===== src/rtl/lsu_pkg.sv =====
// Shared types for the load/store unit: FSM encoding, RV32 width codes,
// exception causes and the held request/response records.
package lsu_pkg;

  typedef enum logic [1:0] {IDLE, ISSUE, WAIT, DONE} lsu_state_e;

  localparam logic [2:0] F3_B  = 3'b000;
  localparam logic [2:0] F3_H  = 3'b001;
  localparam logic [2:0] F3_W  = 3'b010;
  localparam logic [2:0] F3_BU = 3'b100;
  localparam logic [2:0] F3_HU = 3'b101;

  localparam logic [3:0] CAUSE_NONE   = 4'd0;
  localparam logic [3:0] CAUSE_LD_MIS = 4'd4;
  localparam logic [3:0] CAUSE_LD_ACC = 4'd5;
  localparam logic [3:0] CAUSE_ST_MIS = 4'd6;
  localparam logic [3:0] CAUSE_ST_ACC = 4'd7;

  typedef struct packed {
    logic        we;
    logic [2:0]  funct3;
    logic [31:0] wdata;
  } lsu_req_t;

  typedef struct packed {
    logic        exc;
    logic [3:0]  cause;
    logic [31:0] rdata;
  } lsu_resp_t;

  function automatic logic [3:0] mis_cause(input logic we);
    return we ? CAUSE_ST_MIS : CAUSE_LD_MIS;
  endfunction

  function automatic logic [3:0] acc_cause(input logic we);
    return we ? CAUSE_ST_ACC : CAUSE_LD_ACC;
  endfunction

endpackage


===== src/rtl/lsu_if.sv =====
// Core-side request/response channel and memory-responder channel of the LSU.
interface lsu_core_if;
  logic        req_valid, req_ready, req_we;
  logic [2:0]  req_funct3;
  logic [31:0] req_addr, req_wdata;
  logic        resp_valid, resp_ready, resp_exc;
  logic [31:0] resp_rdata;
  logic [3:0]  resp_cause;

  modport master (output req_valid, req_we, req_funct3, req_addr, req_wdata, resp_ready,
                  input  req_ready, resp_valid, resp_rdata, resp_exc, resp_cause);
  modport slave  (input  req_valid, req_we, req_funct3, req_addr, req_wdata, resp_ready,
                  output req_ready, resp_valid, resp_rdata, resp_exc, resp_cause);
endinterface

interface lsu_mem_if #(parameter int MEM_AW = 16);
  logic              mem_en, mem_wr, mem_exception;
  logic [MEM_AW-1:0] mem_addr;
  logic [2:0]        mem_size;
  logic [31:0]       mem_wdata, mem_rdata;

  modport master (output mem_en, mem_wr, mem_addr, mem_size, mem_wdata,
                  input  mem_rdata, mem_exception);
  modport slave  (input  mem_en, mem_wr, mem_addr, mem_size, mem_wdata,
                  output mem_rdata, mem_exception);
endinterface


===== src/rtl/lsu_addr_check.sv =====
// Acceptance-time classification: window/width access faults beat misalignment.
module lsu_addr_check
  import lsu_pkg::*;
#(
  parameter int          MEM_AW   = 16,
  parameter logic [31:0] MEM_BASE = 32'h0000_0000
) (
  input  logic        we,
  input  logic [2:0]  funct3,
  input  logic [31:0] addr,
  output logic        fault,
  output logic [3:0]  cause
);
  logic out_win, bad_f3, misal;

  always_comb begin
    out_win = addr[31:MEM_AW] != MEM_BASE[31:MEM_AW];
    bad_f3  = (funct3 inside {3'b011, 3'b110, 3'b111}) ||
              (we && (funct3 inside {F3_BU, F3_HU}));
    misal   = ((funct3 inside {F3_H, F3_HU}) && addr[0]) ||
              ((funct3 == F3_W) && (addr[1:0] != 2'b00));
    fault   = 1'b0;
    cause   = CAUSE_NONE;
    if (out_win || bad_f3) begin
      fault = 1'b1;
      cause = acc_cause(we);
    end else if (misal) begin
      fault = 1'b1;
      cause = mis_cause(we);
    end
  end
endmodule


===== src/rtl/load_store_unit.sv =====
// Single-outstanding RV32 load/store unit: classify, issue one memory beat,
// capture the formatted load data and hold the response until consumed.
module load_store_unit
  import lsu_pkg::*;
#(
  parameter int          MEM_AW   = 16,
  parameter logic [31:0] MEM_BASE = 32'h0000_0000
) (
  input  logic        CLK,
  input  logic        RST_N,
  lsu_core_if.slave   core,
  lsu_mem_if.master   mem
);
  lsu_state_e        state_q, state_d;
  lsu_req_t          req_q;
  logic [MEM_AW-1:0] addr_q;
  lsu_resp_t         resp_q;
  logic              chk_fault;
  logic [3:0]        chk_cause;

  lsu_addr_check #(.MEM_AW(MEM_AW), .MEM_BASE(MEM_BASE)) u_chk (
    .we(core.req_we), .funct3(core.req_funct3), .addr(core.req_addr),
    .fault(chk_fault), .cause(chk_cause)
  );

  always_comb begin
    state_d = state_q;
    unique case (state_q)
      IDLE:    if (core.req_valid) state_d = chk_fault ? DONE : ISSUE;
      ISSUE:   state_d = req_q.we ? DONE : WAIT;
      WAIT:    state_d = DONE;
      DONE:    if (core.resp_ready) state_d = IDLE;
      default: state_d = IDLE;
    endcase
  end

  always_ff @(posedge CLK or negedge RST_N) begin
    if (!RST_N) begin
      state_q <= IDLE;
      req_q   <= '0;
      addr_q  <= '0;
      resp_q  <= '0;
    end else begin
      state_q <= state_d;
      unique case (state_q)
        IDLE: if (core.req_valid) begin
          req_q  <= '{we: core.req_we, funct3: core.req_funct3, wdata: core.req_wdata};
          addr_q <= core.req_addr[MEM_AW-1:0];
          resp_q <= '{exc: chk_fault, cause: chk_cause, rdata: 32'h0};
        end
        // Responder-reported errors surface as misalignment for the access direction
        ISSUE: if (mem.mem_exception) begin
          resp_q.exc   <= 1'b1;
          resp_q.cause <= mis_cause(req_q.we);
        end
        WAIT: if (!resp_q.exc) resp_q.rdata <= mem.mem_rdata;
        default: ;
      endcase
    end
  end

  // Strobes decode straight from the state register so reset kills them at once
  assign mem.mem_en    = (state_q == ISSUE);
  assign mem.mem_wr    = (state_q == ISSUE) && req_q.we;
  assign mem.mem_addr  = addr_q;
  assign mem.mem_size  = req_q.funct3;
  assign mem.mem_wdata = req_q.wdata;

  assign core.req_ready  = (state_q == IDLE);
  assign core.resp_valid = (state_q == DONE);
  assign core.resp_exc   = resp_q.exc;
  assign core.resp_cause = resp_q.cause;
  assign core.resp_rdata = resp_q.rdata;
endmodule


===== src/flat_wrapper.sv =====
// flat-port wrapper written by rule: the top's interface ports become plain ports
module load_store_unit_flat import lsu_pkg::*;
#(
  parameter int          MEM_AW   = 16,
  parameter logic [31:0] MEM_BASE = 32'h0000_0000
)
  (CLK, RST_N, core_req_valid, core_req_we, core_req_funct3, core_req_addr, core_req_wdata, core_resp_ready, core_req_ready, core_resp_valid, core_resp_rdata, core_resp_exc, core_resp_cause, mem_mem_en, mem_mem_wr, mem_mem_addr, mem_mem_size, mem_mem_wdata, mem_mem_rdata, mem_mem_exception);
  lsu_core_if core_i ();
  lsu_mem_if #(.MEM_AW(MEM_AW)) mem_i ();
  input  logic CLK;
  input  logic RST_N;
  input wire logic [$bits(core_i.req_valid)-1:0] core_req_valid;
  input wire logic [$bits(core_i.req_we)-1:0] core_req_we;
  input wire logic [$bits(core_i.req_funct3)-1:0] core_req_funct3;
  input wire logic [$bits(core_i.req_addr)-1:0] core_req_addr;
  input wire logic [$bits(core_i.req_wdata)-1:0] core_req_wdata;
  input wire logic [$bits(core_i.resp_ready)-1:0] core_resp_ready;
  output wire logic [$bits(core_i.req_ready)-1:0] core_req_ready;
  output wire logic [$bits(core_i.resp_valid)-1:0] core_resp_valid;
  output wire logic [$bits(core_i.resp_rdata)-1:0] core_resp_rdata;
  output wire logic [$bits(core_i.resp_exc)-1:0] core_resp_exc;
  output wire logic [$bits(core_i.resp_cause)-1:0] core_resp_cause;
  output wire logic [$bits(mem_i.mem_en)-1:0] mem_mem_en;
  output wire logic [$bits(mem_i.mem_wr)-1:0] mem_mem_wr;
  output wire logic [$bits(mem_i.mem_addr)-1:0] mem_mem_addr;
  output wire logic [$bits(mem_i.mem_size)-1:0] mem_mem_size;
  output wire logic [$bits(mem_i.mem_wdata)-1:0] mem_mem_wdata;
  input wire logic [$bits(mem_i.mem_rdata)-1:0] mem_mem_rdata;
  input wire logic [$bits(mem_i.mem_exception)-1:0] mem_mem_exception;
  assign core_i.req_valid = core_req_valid;
  assign core_i.req_we = core_req_we;
  assign core_i.req_funct3 = core_req_funct3;
  assign core_i.req_addr = core_req_addr;
  assign core_i.req_wdata = core_req_wdata;
  assign core_i.resp_ready = core_resp_ready;
  assign core_req_ready = core_i.req_ready;
  assign core_resp_valid = core_i.resp_valid;
  assign core_resp_rdata = core_i.resp_rdata;
  assign core_resp_exc = core_i.resp_exc;
  assign core_resp_cause = core_i.resp_cause;
  assign mem_mem_en = mem_i.mem_en;
  assign mem_mem_wr = mem_i.mem_wr;
  assign mem_mem_addr = mem_i.mem_addr;
  assign mem_mem_size = mem_i.mem_size;
  assign mem_mem_wdata = mem_i.mem_wdata;
  assign mem_i.mem_rdata = mem_mem_rdata;
  assign mem_i.mem_exception = mem_mem_exception;
  load_store_unit #(.MEM_AW(MEM_AW), .MEM_BASE(MEM_BASE)) u_core (.CLK(CLK), .RST_N(RST_N), .core(core_i), .mem(mem_i));
endmodule

===== config.mk =====
export PLATFORM = sky130hd
export DESIGN_NAME = load_store_unit_flat
export DESIGN_NICKNAME = d
export VERILOG_FILES = /design/src/rtl/lsu_pkg.sv /design/src/rtl/lsu_if.sv /design/src/rtl/lsu_addr_check.sv /design/src/rtl/load_store_unit.sv /design/src/flat_wrapper.sv
export SDC_FILE = /design/constraint.sdc
export NUM_CORES = 1
export LEC_CHECK = 0
export CAP_MARGIN = 10
export CORE_AREA = 2 2 118 120
export DETAILED_ROUTE_END_ITERATION = 7
export DIE_AREA = 0 0 120 122
export SYNTH_ARGS = -nofsm -noshare
export SYNTH_HDL_FRONTEND = slang
export SYNTH_SLANG_ARGS = --single-unit

===== constraint.sdc =====
create_clock -name CLK -period 2.3 [get_ports CLK]
set_clock_uncertainty 0.2 [all_clocks]
set_input_delay 0.575 -clock CLK [delete_from_list [all_inputs] [get_ports CLK]]
set_output_delay 0.575 -clock CLK [all_outputs]
set_load 0.01 [all_outputs]

-- Yosys cells after proc, flatten, opt, wreduce, memory -nomap -nowiden
Index checks and enable logic that the tools add are counted.
- reduce and logical (&&, ||, !) cells: 19
- mux-type cells: 17
- equal/unequal tests: 14
- operator list (cell ; number):
    $pmux W32 S2 ; 1
    $mux W37 ; 1
    $mux W32 ; 1
    $reduce_bool A16 Y1 ; 1
    $eq A3 B3 Y1 const B ; 4
    $mux W2 ; 6
    $pmux W5 S2 ; 1
    $reduce_bool A2 Y1 ; 5
    $pmux W2 S4 ; 1
    $eq A3 B2 Y1 const B ; 2
    $mux W3 ; 2
    $ne A2 B2 Y1 const B ; 3
    $reduce_and A3 Y1 ; 2
    $mux W5 ; 1
    $eq A2 B2 Y1 const B ; 2
    $logic_and A1 B1 Y1 ; 4
    $reduce_and A2 Y1 ; 2
    $eq A3 B1 Y1 const B ; 1
    $logic_or A1 B1 Y1 ; 3
    $mux W1 ; 3
    $reduce_bool A3 Y1 ; 1
    $eq A2 B1 Y1 const B ; 1
    $logic_not A2 Y1 ; 1
    $ne A2 B1 Y1 const B ; 1
- bits of input ports: 105
- flip-flop bits (word level): 91
- output and inout port bits: 92
- word-level logic and storage cells: 58

-- Depth between registers and ports, before layout
Gate-level depths: netlist (run 1).
- depth in word-level cells: 9
- depth in mapped cells: 8
- depth with buffers taken out: 6

-- Modules after synthesis
From an unflattened synthesis (run 1), not the netlist that was laid out.
- cell total of the unflattened synthesis: 343
- area total of the unflattened synthesis: 4155.2 um^2
- modules (own cells, without submodules) (module ; seq. area each (um^2) ; area an instance (um^2) ; cells an instance ; times used):
    load_store_unit ; 2277.2 ; 4055.1 ; 327 ; 1
    lsu_addr_check ; 0.0 ; 100.1 ; 16 ; 1

-- Worst setup path before layout (run 1)
No wires, ideal clock.
- path type: register to register
- start point: register u_core.state_q[0]
- end point: register u_core.resp_q, in the netlist u_core.core.resp_rdata[0]
- data required time: 2.034 ns
- stages on the path, launching flop included: 8
- path buffers: 1
- setup time: 0.066 ns
- period minus slack after synthesis: 1.866 ns
- arrival time: 1.600 ns
- slack: 0.434 ns
- cells stage by stage: dfrtp_1 inv_1 ha_1 nor2b_2 a211oi_2 buf_4 nand3_1 nand2_1
- longest elaborated chain between the ends: 3
- elaborated cells on any way between the ends: 7
- those cells by class: 3 x eq/ne; 1 x mux; 3 x reduce/logical
- RTL lines (what ; RTL line ; text):
    start: declaration ; load_store_unit.sv:14 ; lsu_state_e state_q, state_d;
    start signal: assignment ; load_store_unit.sv:44 ; state_q <= state_d;
    $logic_not A2 Y1 * ; n/a ;
    named net core_req_ready ; flat_wrapper.sv:18 ; output wire logic [$bits(core_i.req_ready)-1:0] core_req_ready;
    $ne A2 B2 Y1 (no source line) or $reduce_bool A2 Y1 (tied branches) ; n/a ;
    $reduce_and A3 Y1 (no source line) ; n/a ;
    end signal: assignment ; load_store_unit.sv:49 ; resp_q <= '{exc: chk_fault, cause: chk_cause, rdata: 32'h0};
    end: declaration ; load_store_unit.sv:17 ; lsu_resp_t resp_q;
The timed path passes the listed nets; every way through them passes the cells marked *.
A chain may end at the register's enable or synchronous reset.

-- Final worst setup path (run 1)
- start point: register u_core.resp_q, in the netlist u_core.core.resp_cause[2]
- end point: output core_resp_cause[2]
- RTL lines (what ; RTL line ; text):
    end: declaration ; flat_wrapper.sv:22 ; output wire logic [$bits(core_i.resp_cause)-1:0] core_resp_cause;
No word-level cell between the ends.

==> reports/results.ini, run 1 <==
[sta]
setup_slack_ns=0.0701
worst_pin_slew_ns=0.500
finalWorstPathRequiredPeriod_ns=2.23
drv_slew=0
finalCritPeriodShare_pct=97.0
finalHoldViolCount=0
max_freq_mhz=448
slew_headroom_pct=66.7
rsz0062_at_grt=no
setup_viol=0

[floorplan]
die_area_sq_um=14600
start_util_pct=28.9
core_area_sq_um=13500
die_y_microns=122
fp.dieW_microns=120
num_io_pins=197
rows=43

[place]
io_buffers=195
place.gp.congestion=0.704
dpl.cell_count=668
hpwl_microns=7320
pre_cts_ws_ns=-0.109

[global_routing]
overflow=0
grt_usage_pct=14.1
grt_pass1_wl_microns=16100
grt_max_degree=90
antenna_found_initial=0
grt_pass1_vias=3077

[yosys]
synth_seq_area_share_pct=57.1
ys_ff_latch=89
synth_area_per_cell_sq_um=11.7
synth_edf_count=0
synth_common_cells=89 x dfrtp_1, 70 x nand2_1, 52 x mux2_2
ys_types=27
synth-async-reset-ratio_pct=100
syn_inst=334
synth_most_common_cell=dfrtp_1
synth_area_sq_um=3900
syn-num-nets=444
synth_top_area_share_pct=57.1
synth_ff_type=dfrtp_1
yosys-top-cells-area=dfrtp_1 57%, mux2_2 15%, buf_4 7.7%
ys_warn_count=0
yosysTopAreaCell=dfrtp_1

[critical_path]
crit_required_ns=1.52
crit_path_max_fanout=5
start_kind=register
end_kind=output port
critical_path_class=reg2out
arrival_ns=1.45
slowest_delay_ns=0.64
crit_family=buffers and inverters
rr_startpoint=u_core.state_q[0]
crit_buf_inv=1
path_cells=clkdlybuf4s50_1
cpMaxStageDelayCell=clkdlybuf4s50_1
rrSetupSlack_ns=0.25
startpoint=u_core.core.resp_cause[2]

[power]
cellPowerDensity_nw_per_um2=1230
p_leak_nw=2.72
vdd_ir_drop_max_uv=485
p_total_mw=7.58

[final_layout]
layout.area.seq_sq_um=2230
antennaDiodeCount=0
multi_input_area_sq_um=1310
num-nets-final=609
stdcell_count=684
fillers=1256
area_delta_synth_final_pct=58.4
drive_gt1_share_pct=16.9

[cts]
cts_made_buffers=9
hold_buffers=0
cts_buffer_depth=2
cts.reportedPaths.clkPinSlew_ns=0.06
clockRootBuffer=clkbuf_16
clock_sinks=89
htreeDepth=3
clk_latency_ns=0.33
cts_tree=built

[routing]
num_vias=2936
wl_per_cell_microns=14.5
viasPerCell=4.29
antenna_left=0
drc=0
drt_iter0_drc=138
drt_first_pass_iters=4
wirelength_microns=9930

[status]
status=finished clean

[job]
cap_violations=0

[hold_path]
hp-class=in2async

per-layer routing:
layer,GRT usage [%],routed length [microns],vias up
li1,-,-,1408
met1,17.8,4120,1405
met2,21.7,4780,105
met3,4.17,711,18
met4,7.87,311,0
met5,0,0,-
registers in the layout (all words and copies together), names as in the netlist:
signal                  cells
u_core.core.resp_rdata     32
u_core.mem.mem_addr        16
u_core.mem.mem_size         3
u_core.req_q                1
u_core.mem.mem_wdata       32
u_core.core.resp_cause      3
u_core.state_q              2
final cells by class:
class	instances	share of cell area (%)
Multi-Input combinational cell	189	21.2
Sequential cell	89	36.0
Timing Repair Buffer	206	33.8
Clock buffer	14	4.43
Clock inverter	2	0.567
Tap cell	180	3.64
Inverter	4	0.243
power by group:
part           total (mW)  internal, mW  switching (mW)  leakage, nW
Combinational        3.57          2.03            1.54         1.47
Clock                1.50         0.930           0.568        0.153
Sequential           2.51          2.20           0.311         1.11
path summary, 6_finish.rpt:
path                                              end  cells past startpoint
min                         u_core.core.resp_rdata[2]                      2
max in group asynchronous  u_core.core.resp_rdata[18]                      2
max                                core_resp_cause[2]                      1
max reg2reg                         u_core.state_q[0]                      7
min reg2reg                u_core.core.resp_rdata[29]                      2
min in group CLK           u_core.core.resp_rdata[29]                      2
timing repair:
action / 4_1_cts / 5_1_grt
endpoints found under the setup margin: 4 / 1
gates resized for setup: 4 / 1
setup buffers: 0 / 0
gates cloned: 0 / 0
kinds of logic (layout without fill, tap and decap cells):
logic type / Yosys count / count (layout) / synth area share (%)
AOI/OAI and AO/OA: 13 / 13 / 2.73
and+or+nand+nor: 115 / 115 / 13.2
buffers and inverters: 56 / 226 / 9.53
other: 1 / 1 / 0.0961
adders and majority gates: 5 / 5 / 1.60
DFF: 89 / 89 / 57.1
muxes: 55 / 55 / 15.8
stage by stage:
| stage | hold WS [ns] | cell area [sq um] | TNS (ns) | util (%) |
|---|---|---|---|---|
| finish | 0.0619 | 6180 | 0 | 45.8 |
| global route | 0.108 | 6180 | 0 | 45.8 |
| CTS | 0.0938 | 6180 | 0 | 45.8 |
| detailed placement | 0.255 | 5870 | -0.312 | 43.5 |
| global placement | 0.250 | 5870 | -0.168 | 43.5 |
| floorplan | 0.0794 | 3900 | 0 | - |
cell usage in the layout (no fill, tap or decap), drive strengths merged:
cell type      netlist  layout
clkdlybuf4s50        0     190
nand3               32      32
a211oi               1       1
ha                   5       5
nand3b               1       1
a2111oi              1       1
nand4                1       1
clkinv               0       1
a211o                1       1
nor4                 4       4
inv                  4       4
nand2               70      70
conb                 1       1
dfrtp               89      89
nor2b                2       2
dlygate4sd2          0       3
mux2i                3       3
o22a                 1       1
a31oi                1       1
clkdlybuf4s15        0       1
clkbuf               3      14
bufinv               0       1
nor2                 5       5
buf                 49      12
mux2                52      52
o21a                 1       1
a21oi                2       2
o21ai                5       5
No activity file was read; power rests on OpenSTA's default activity.
==> run 2: changes to the inputs <==
--- a/config.mk
+++ b/config.mk
@@ -9,6 +9,7 @@
 export CORE_AREA = 2 2 118 120
 export DETAILED_ROUTE_END_ITERATION = 7
 export DIE_AREA = 0 0 120 122
+export HOLD_SLACK_MARGIN = 0.08
 export SYNTH_ARGS = -nofsm -noshare
 export SYNTH_HDL_FRONTEND = slang
 export SYNTH_SLANG_ARGS = --single-unit
==> results of run 2 <==
Same layout as run 1: the final DEF is identical, and so are final timing and power.
==> run 3: changes to the inputs <==
--- a/config.mk
+++ b/config.mk
@@ -5,6 +5,7 @@
 export SDC_FILE = /design/constraint.sdc
 export NUM_CORES = 1
 export LEC_CHECK = 0
+export ABC_CLOCK_PERIOD_IN_PS = 2300
 export CAP_MARGIN = 10
 export CORE_AREA = 2 2 118 120
 export DETAILED_ROUTE_END_ITERATION = 7
==> results of run 3 <==
Same layout as run 1: the final DEF is identical, and so are final timing and power.
